`src/rtl/sm_sdram_bist_if.sv`:
```
// sm_sdram_bist_if: request/response bus between the BIST sequencer and sm_sdram_controller.
//   cs/we/a/wd : request strobe, write flag, word address, write data (master drives)
//   ready      : controller idle; a request is accepted on a cycle with cs & ready
//   re/rd      : read-data-valid pulse and read data, valid in the same cycle
interface sm_sdram_bist_if #(
    parameter int ADDR_W = 6,
    parameter int DATA_W = 32
);
    logic              cs;
    logic              we;
    logic [ADDR_W-1:0] a;
    logic [DATA_W-1:0] wd;
    logic              ready;
    logic              re;
    logic [DATA_W-1:0] rd;
    modport master (output cs, we, a, wd, input ready, re, rd);
    modport slave (input cs, we, a, wd, output ready, re, rd);
endinterface

```
`src/rtl/sm_sdram_bist.sv`:
```
// sm_sdram_bist: self-test sequencer that writes a pattern to every word, reads it back and reports the result.
//   clkIn          : clock shared with the controller
//   rst_n          : asynchronous active-low reset
//   start          : begin a test (honoured only when idle or done)
//   bus            : master side of sm_sdram_bist_if (cs/we/a/wd out, ready/re/rd in)
//   busy, done     : test in progress / finished (done held until the next start)
//   pass_ok        : with done, no mismatches and no timeout
//   timeout        : sticky, controller stalled for TIMEOUT cycles in a request/wait state
//   err_cnt        : mismatch count, saturating at 8'hFF
//   first_err_addr : address of the first mismatch, 0 if none
//   Build option SM_BIST_LOOP_EN: a clean pass restarts automatically with the pattern offset by one.
module sm_sdram_bist #(
    parameter int                ADDR_W  = 6,
    parameter int                DATA_W  = 32,
    parameter logic [DATA_W-1:0] SEED    = 32'h87654321,
    parameter logic [DATA_W-1:0] STEP    = 32'h9E3779B9,
    parameter int                TIMEOUT = 1023
) (
    input  logic                  clkIn,
    input  logic                  rst_n,
    input  logic                  start,
    sm_sdram_bist_if.master       bus,
    output logic                  busy,
    output logic                  done,
    output logic                  pass_ok,
    output logic                  timeout,
    output logic [7:0]            err_cnt,
    output logic [ADDR_W-1:0]     first_err_addr
);
    typedef enum logic [2:0] {IDLE, WR_REQ, WR_WAIT, RD_REQ, RD_WAIT, CHECK, DONE} state_t;
    state_t            state, nxt;
    logic [ADDR_W-1:0] addr;
    logic [9:0]        timer;
    logic              seen_low;
    logic [DATA_W-1:0] rd_q, pat;
    logic [7:0]        pass_num;
    logic              restart, go, last, timed, abort;
`ifdef SM_BIST_LOOP_EN
    assign restart = state == DONE && pass_ok;
    // An explicit start always begins again at pass 0; only auto-restarts advance the pass.
    always_ff @(posedge clkIn or negedge rst_n)
        if (!rst_n) pass_num <= '0;
        else if (go) pass_num <= start ? 8'd0 : pass_num + 8'd1;
`else
    assign restart = 1'b0;
    assign pass_num = '0;
`endif
    assign last  = addr == '1;
    assign timed = state inside {WR_REQ, WR_WAIT, RD_REQ, RD_WAIT};
    assign go    = (state == IDLE || state == DONE) && (start || restart);
    assign pat   = SEED + DATA_W'(addr) * STEP + DATA_W'(pass_num);
    always_comb begin
        nxt = state;
        case (state)
            IDLE, DONE: nxt = go ? WR_REQ : state;
            WR_REQ:     nxt = bus.ready ? WR_WAIT : WR_REQ;
            // the controller must be seen busy before its ready counts as write completion
            WR_WAIT:    nxt = (seen_low && bus.ready) ? (last ? RD_REQ : WR_REQ) : WR_WAIT;
            RD_REQ:     nxt = bus.ready ? RD_WAIT : RD_REQ;
            RD_WAIT:    nxt = bus.re ? CHECK : RD_WAIT;
            CHECK:      nxt = last ? DONE : RD_REQ;
            default:    nxt = IDLE;
        endcase
        // progress on the final cycle wins over the abort
        abort = timed && nxt == state && timer == 10'(TIMEOUT - 1);
        if (abort) nxt = DONE;
    end
    always_ff @(posedge clkIn or negedge rst_n) begin
        if (!rst_n) begin
            state          <= IDLE;
            addr           <= '0;
            timer          <= '0;
            seen_low       <= 1'b0;
            rd_q           <= '0;
            err_cnt        <= '0;
            first_err_addr <= '0;
            timeout        <= 1'b0;
        end else begin
            state    <= nxt;
            timer    <= nxt != state ? 10'd0 : timer + 10'd1;
            seen_low <= state == WR_WAIT && (seen_low || !bus.ready);
            if (go) begin
                addr           <= '0;
                err_cnt        <= '0;
                first_err_addr <= '0;
                timeout        <= 1'b0;
            end
            if ((state == WR_WAIT && nxt == WR_REQ) || (state == CHECK && !last)) addr <= addr + 1'b1;
            if (state == WR_WAIT && nxt == RD_REQ) addr <= '0;
            if (state == RD_WAIT && bus.re) rd_q <= bus.rd;
            if (state == CHECK && rd_q != pat) begin
                err_cnt        <= err_cnt + 8'(err_cnt != 8'hFF);
                first_err_addr <= err_cnt == 8'd0 ? addr : first_err_addr;
            end
            if (abort) timeout <= 1'b1;
        end
    end
    // request outputs decode straight from the state so reset drops them asynchronously
    assign bus.cs  = state == WR_REQ || state == RD_REQ;
    assign bus.we  = state == WR_REQ;
    assign bus.a   = bus.cs ? addr : '0;
    assign bus.wd  = bus.we ? pat : '0;
    assign busy    = !(state == IDLE || state == DONE);
    assign done    = state == DONE;
    assign pass_ok = done && err_cnt == 8'd0 && !timeout;
endmodule
```
`src/flat_wrapper.sv`:
```
// flat-port wrapper written by rule: the top's interface ports become plain ports
module sm_sdram_bist_flat 
#(
    parameter int                ADDR_W  = 6,
    parameter int                DATA_W  = 32,
    parameter logic [DATA_W-1:0] SEED    = 32'h87654321,
    parameter logic [DATA_W-1:0] STEP    = 32'h9E3779B9,
    parameter int                TIMEOUT = 1023
)
  (clkIn, rst_n, start, busy, done, pass_ok, timeout, err_cnt, first_err_addr, bus_cs, bus_we, bus_a, bus_wd, bus_ready, bus_re, bus_rd);
  sm_sdram_bist_if #(.ADDR_W(ADDR_W), .DATA_W(DATA_W)) bus_i ();
  input  logic clkIn;
  input  logic rst_n;
  input  logic start;
  output logic busy;
  output logic done;
  output logic pass_ok;
  output logic timeout;
  output logic [7:0] err_cnt;
  output logic [ADDR_W-1:0] first_err_addr;
  output wire logic [$bits(bus_i.cs)-1:0] bus_cs;
  output wire logic [$bits(bus_i.we)-1:0] bus_we;
  output wire logic [$bits(bus_i.a)-1:0] bus_a;
  output wire logic [$bits(bus_i.wd)-1:0] bus_wd;
  input wire logic [$bits(bus_i.ready)-1:0] bus_ready;
  input wire logic [$bits(bus_i.re)-1:0] bus_re;
  input wire logic [$bits(bus_i.rd)-1:0] bus_rd;
  assign bus_cs = bus_i.cs;
  assign bus_we = bus_i.we;
  assign bus_a = bus_i.a;
  assign bus_wd = bus_i.wd;
  assign bus_i.ready = bus_ready;
  assign bus_i.re = bus_re;
  assign bus_i.rd = bus_rd;
  sm_sdram_bist #(.ADDR_W(ADDR_W), .DATA_W(DATA_W), .SEED(SEED), .STEP(STEP), .TIMEOUT(TIMEOUT)) u_core (.clkIn(clkIn), .rst_n(rst_n), .start(start), .bus(bus_i), .busy(busy), .done(done), .pass_ok(pass_ok), .timeout(timeout), .err_cnt(err_cnt), .first_err_addr(first_err_addr));
endmodule
```
`config.mk`:
```
export PLATFORM = sky130hd
export DESIGN_NAME = sm_sdram_bist_flat
export DESIGN_NICKNAME = d
export VERILOG_FILES = /design/src/rtl/sm_sdram_bist_if.sv /design/src/rtl/sm_sdram_bist.sv /design/src/flat_wrapper.sv
export SDC_FILE = /design/constraint.sdc
export NUM_CORES = 1
export LEC_CHECK = 0
export ABC_AREA = 0
export CELL_PAD_IN_SITES_DETAIL_PLACEMENT = 1
export CELL_PAD_IN_SITES_GLOBAL_PLACEMENT = 2
export CORE_ASPECT_RATIO = 0.8
export CORE_UTILIZATION = 35
export CTS_CLUSTER_SIZE = 24
export DETAILED_ROUTE_END_ITERATION = 6
export PLACE_DENSITY = 0.86
export SETUP_SLACK_MARGIN = 0.15
export SLEW_MARGIN = 20
export SYNTH_ARGS = -nofsm -noshare
export SYNTH_HDL_FRONTEND = slang
export SYNTH_SLANG_ARGS = --single-unit
export TNS_END_PERCENT = 5
```
`constraint.sdc`:
```
create_clock -name clkIn -period 7.1 [get_ports clkIn]
set_input_delay 0.71 -clock clkIn [delete_from_list [all_inputs] [get_ports clkIn]]
set_output_delay 0.71 -clock clkIn [all_outputs]
set_load 0.02 [all_outputs]
```
=== Word-level counts from Yosys, hierarchy flattened ===
Index checks and enable logic that the tools add are counted.

* Add/subtract/negate cells: 4
* Multiply operators: 1
* Eq/ne operators: 15
* Multiplexer cells: 21
* Reductions and logical operators: 28

{| class="wikitable"
|+ Operators with widths
! operator !! number
|-
| 6-bit two-way mux || 6
|-
| 32-bit adder, first input constant || 1
|-
| 6-bit by 32-bit multiplier with 32-bit output, second input constant || 1
|-
| 32-bit two-way mux || 1
|-
| 32-bit != test || 1
|-
| 3-bit case mux with 6 select lines || 1
|-
| 8-bit two-way mux || 2
|-
| 3-bit two-way mux || 5
|-
| 1-bit logical AND || 12
|-
| 10-bit by 1-bit adder with 10-bit output, second input constant || 1
|-
| 10-bit == test, second input constant || 1
|-
| 10-bit two-way mux || 1
|-
| 3-bit by 2-bit == test with 1-bit output, second input constant || 3
|-
| 3-bit == test, second input constant || 3
|-
| 8-bit by 1-bit adder with 8-bit output || 1
|-
| 8-bit zero test || 1
|-
| 8-bit != test, second input constant || 1
|-
| 6-bit by 1-bit adder with 6-bit output, second input constant || 1
|-
| 3-bit by 1-bit == test with 1-bit output, second input constant || 2
|-
| 6-bit == test, second input constant || 1
|-
| 1-bit zero test || 4
|-
| 1-bit logical OR || 4
|-
| 2-bit two-way mux || 2
|-
| 2-bit nonzero test || 2
|-
| other kinds (9) || 11
|}

* Register bits after elaboration: 67
* Bits of input ports: 37
* Output and inout port bits: 58
* Logic and storage cells: 77

=== Longest topological paths before layout ===
* Word-level depth: 14
* Gate-level depth with buffers: 21
* Depth with buffers taken out: 20

=== Worst setup path after synthesis ===
Ideal clock, no wire load.

* Path type: flip-flop to flip-flop
* From: register u_core.addr[0]
* To: register u_core.err_cnt[5]
* Setup time: 126 ps
* Arrival time: 6010 ps
* Data required time: 6974 ps
* Setup slack: 964 ps
* Stages on the path, launching flop included: 20
* Path buffers: 0
* Period minus slack after synthesis: 6136 ps
* Cell sequence: dfrtp_1 inv_1 fa_1 inv_1 ha_1 or2_2 fa_1 fa_1 ha_1 and2_1 nand3_1 or3_1 o211ai_2 a21oi_1 o41ai_1 xnor2_1 nand4_1 nor4_4 nor4_1 a311o_1

* Word-level cells in the longest chain between the ends: 5
* Elaborated cells on any way between the ends: 6
* Those cells by class: add/sub: 1; mul: 1; eq/ne: 1; mux: 1; reduce/logical: 2

{| class="wikitable"
|+ RTL lines
! what !! RTL line !! RTL
|-
| from (decl) || sm_sdram_bist.sv:32 || <nowiki>logic [ADDR_W-1:0] addr;</nowiki>
|-
| from (signal assigned) || sm_sdram_bist.sv:88 || <nowiki>if ((state == WR_WAIT && nxt == WR_REQ) || (state == CHECK && !last)) addr <= addr + 1'b1;</nowiki>
|-
| 6-bit by 32-bit multiplier with 32-bit output (*) || sm_sdram_bist.sv:51 || <nowiki>assign pat = SEED + DATA_W'(addr) * STEP + DATA_W'(pass_num);</nowiki>
|-
| 32-bit adder (*) || sm_sdram_bist.sv:51 ||
|-
| 32-bit != test (*) || sm_sdram_bist.sv:91 || <nowiki>if (state == CHECK && rd_q != pat) begin</nowiki>
|-
| 1-bit logical AND (*) || sm_sdram_bist.sv:91 ||
|-
| 8-bit two-way mux or 2-bit nonzero test (tied branches) || - ||
|-
| to (signal assigned) || sm_sdram_bist.sv:92 || <nowiki>err_cnt <= err_cnt + 8'(err_cnt != 8'hFF);</nowiki>
|-
| to (decl) || sm_sdram_bist.sv:27 || <nowiki>output logic [7:0] err_cnt,</nowiki>
|}

Mark *: on every way between the ends. The rest lies on a longest branch, timed or not.
A chain may end at the register's enable or synchronous reset.

=== Final worst setup path ===
* From: register u_core.addr[1]
* To: output port bus_wd[29]

* Word-level cells in the longest chain between the ends: 3

{| class="wikitable"
|+ RTL lines
! what !! RTL line !! RTL
|-
| 6-bit by 32-bit multiplier with 32-bit output || sm_sdram_bist.sv:51 ||
|-
| 32-bit adder || sm_sdram_bist.sv:51 ||
|-
| 32-bit two-way mux || sm_sdram_bist.sv:102 || <nowiki>assign bus.wd = bus.we ? pat : '0;</nowiki>
|-
| to (decl) || flat_wrapper.sv:24 || <nowiki>output wire logic [$bits(bus_i.wd)-1:0] bus_wd;</nowiki>
|}

No other way between the ends.

==> flow_summary_export.csv <==
group,metric,value,unit
status,status,"finished, violations left",
status,violations,"DRC",
floorplan,die_area,0.02217,sq mm
sta,finalSetupViolations,0,
cells_and_area,layout.nets,1104,
place,dpl.hpwl,18010,um
cells_and_area,antennaDiodeCount,0,
detailed_routing,routed_wl,22690,um
setup_path,end_kind,"output pin",
sta,rsz0062_at_grt,"true",
setup_path,crit_fanout,7,
place,place_inst,1209,
cts,cts_tree,"done",
sta,fmax,0.1498,GHz
cts,htree_num_levels,3,
logic_synthesis,syn-num-nets,1013,
setup_path,r2r_slack,0.49,ns
floorplan,chipHeight,133.4,um
grt,grt_max_degree,68,
sta,slew_headroom,0.3945,
cells_and_area,design_area,0.009128,sq mm
place,place_ws,0.5645,ns
setup_path,reg2reg_depth,18,
pwr,peakVddDrop,0.1715,mV
logic_synthesis,avgSynthCellArea,8.782,sq um
sta,hold_viol_final,0,
floorplan,start_util,0.3607,
cts,clock_latency,0.35,ns
cts,cts.sinks,67,
grt,grt_usage,0.2148,
cells_and_area,fillers,2484,
logic_synthesis,ys_types,76,
sta,post-route-min-period,6.674,ns
place,routabilityCongestion,0.9275,
grt,grt_overflow,0,
logic_synthesis,synth_cells,860,
logic_synthesis,synth_edf_count,0,
grt,antenna_found_initial,0,
logic_synthesis,syn-cell-area,0.007552,sq mm
detailed_routing,wl_per_cell,18.54,um
cts,cts.clk_slew.worst_paths,0.06,ns
setup_path,cp-start-kind,"flip-flop",
sta,min_period_over_period,0.9399,
detailed_routing,postRouteAntennaNets,0,
logic_synthesis,ys_ff_latch,67,
setup_path,worstPathRequired,6.39,ns
min_path,hp-class,"primary input to asynchronous set/reset pin",
setup_path,worstPathArrival,5.96,ns
floorplan,core_area,0.02094,sq mm
sta,fin_skew,0.01121,ns
floorplan,die_w,166.2,um
cells_and_area,layout_commonest_cell,"clkdlybuf4s50_1",
setup_path,r2r_start,"u_core.addr[3]",
logic_synthesis,ys_async_sr_fraction,1.000,
cts,cts_buffer_depth,2,
pwr,p_leak,0.004061,uW
sta,setup_ws,0.4264,ns
cells_and_area,drive_above_1_share,0.09529,
cells_and_area,area_growth,20.86,%
sta,whs,0.5015,ns
run,max_cap_violations,0,
detailed_routing,drt_iter0_markers,297,
detailed_routing,vias,6609,
logic_synthesis,synth_ff_type,"dfrtp_1",
floorplan,io_pins,95,
cells_and_area,stdcell_count,1224,
setup_path,crit_type,"flip-flop to output pin",
sta,worstMarginPinSlew,0.9082,ns
detailed_routing,viasPerCell,5.400,
cells_and_area,mostFrequentLayoutCells,"clkdlybuf4s50_1 (93), inv_1 (87), nor2_1 (80)",
sta,finalSetupTns,0,ns
setup_path,crit_end,"bus_wd[29]",
pwr,pwr_density_cell,381.5,mW/mm^2
detailed_routing,dr.pass1.iters,6,
place,port_buffers,94,
logic_synthesis,yosys_warnings,0,
place,dpl_cell_area,0.008830,sq mm
grt,grt_pass1_vias,6962,
setup_path,critPathLaunch,"u_core.addr[1]",
cts,clockRootBuffer,"clkbuf_16",
floorplan,rows,47,
setup_path,worst_r2r_endpoint,"u_core.first_err_addr[1]",
logic_synthesis,synth-seq-area-share,0.2220,
cts,cts-buffers-inserted,9,
detailed_routing,drc,3,
sta,slew_viol_final,0,
grt,grt_pass1_wl,37620,um
-- state kept, by name, indices dropped and copies added (netlist names) --
register and cells:
u_core.addr 6, u_core.err_cnt 8, u_core.first_err_addr 6, u_core.rd_q 32, u_core.seen_low 1, u_core.state 3
u_core.timeout 1, u_core.timer 10
-- how the worst min path moves through the flow --
stage | startpoint | end | slack (ns)
6_report | rst_n | u_core.timer[1] | 0.50
5_1_grt | u_core.rd_q[3] | u_core.rd_q[3] | 0.54
4_1_cts | u_core.timeout | u_core.timeout | 0.53
3_5_place_dp | u_core.timeout | u_core.timeout | 0.51
3_3_place_gp | u_core.timeout | u_core.timeout | 0.50
2_1_floorplan | rst_n | u_core.addr[0] | 0.41
-- cell families after synthesis --
| group | count (synthesis) | synth area share |
|---|---|---|
| mux | 47 | 0.06776 |
| simple gates | 288 | 0.1915 |
| flops | 67 | 0.2220 |
| compound gates | 150 | 0.1365 |
| buf+inv | 116 | 0.05848 |
| fa+ha+maj | 116 | 0.2280 |
| xor+xnor | 76 | 0.09576 |
-- Yosys cell counts (all sizes together), types with 5 or more instances --
cell | instances | area share
inv | 87 | 0.043
ha | 80 | 0.13
nor2 | 80 | 0.040
nand2 | 71 | 0.036
dfrtp | 67 | 0.22
a21oi | 42 | 0.030
xnor2 | 40 | 0.046
fa | 36 | 0.095
mux2 | 33 | 0.049
o21ai | 32 | 0.021
xor2 | 32 | 0.037
nand3 | 27 | 0.018
clkbuf | 23 | 0.012
and2 | 19 | 0.016
nor3 | 15 | 0.011
mux2i | 14 | 0.019
nor4 | 13 | 0.013
nand4 | 11 | 0.0091
or2 | 10 | 0.0083
nand2b | 9 | 0.0075
o22ai | 9 | 0.0083
a21o | 8 | 0.0080
or3 | 8 | 0.0080
buf | 6 | 0.0036
and3 | 5 | 0.0041
o211ai | 5 | 0.0063
-- power by group --
group	internal [uW]	total [uW]	switching (uW)	leakage (uW)
combinational	1030	2410	1380	0.00305
clock	271	448	178	0.000140
sequential	495	623	128	0.000872
-- per-layer routing --
layer | global-route usage | vias to the layer above | part of all wire
met4 | 0.05247 | 0 | 0.014
li1 | - | 3181 | -
met3 | 0.03149 | 25 | 0.036
met5 | 0 | - | 0
met1 | 0.3138 | 3277 | 0.51
met2 | 0.3329 | 126 | 0.44
-- worst max-delay path, cell delays in order, from the launching register on --
cell,delay [ns]
dfrtp_1,0.46
inv_1,0.16
fa_1,0.52
inv_1,0.07
ha_1,0.19
or2_2,0.28
fa_1,0.57
fa_1,0.44
ha_1,0.44
and2_1,0.22
nand3_1,0.09
or3_1,0.35
o211ai_2,0.20
a21oi_1,0.18
o41ai_1,0.61
xnor2_1,0.12
nor2_1,0.12
clkdlybuf4s50_1,0.61
-- cell type report --
cell class | count | area [sq um] | area share
well taps | 269 | 336.6 | 0.03687
repair buffers | 109 | 1051 | 0.1151
clock inverters | 4 | 52.55 | 0.005757
multi-input cells | 677 | 5451 | 0.5973
flip-flops and latches | 67 | 1677 | 0.1837
clock buffers | 11 | 232.7 | 0.02550
inverters | 87 | 326.6 | 0.03578
-- repair_timing --
item	4_1_cts	5_1_grt
gates resized for setup	0	4
setup buffers	0	0
hold buffers	0	0
setup endpoints to repair	0	14
-- per-stage QoR --
step                      total power [uW]  utilization
after CTS                             3494       0.4354
after global routing                  3773       0.4360
after detailed placement              3019       0.4218
final                                 3482       0.4360
after global placement                2997       0.4218
after floorplan                       2276            -
Power figures use the tool's default switching activity.
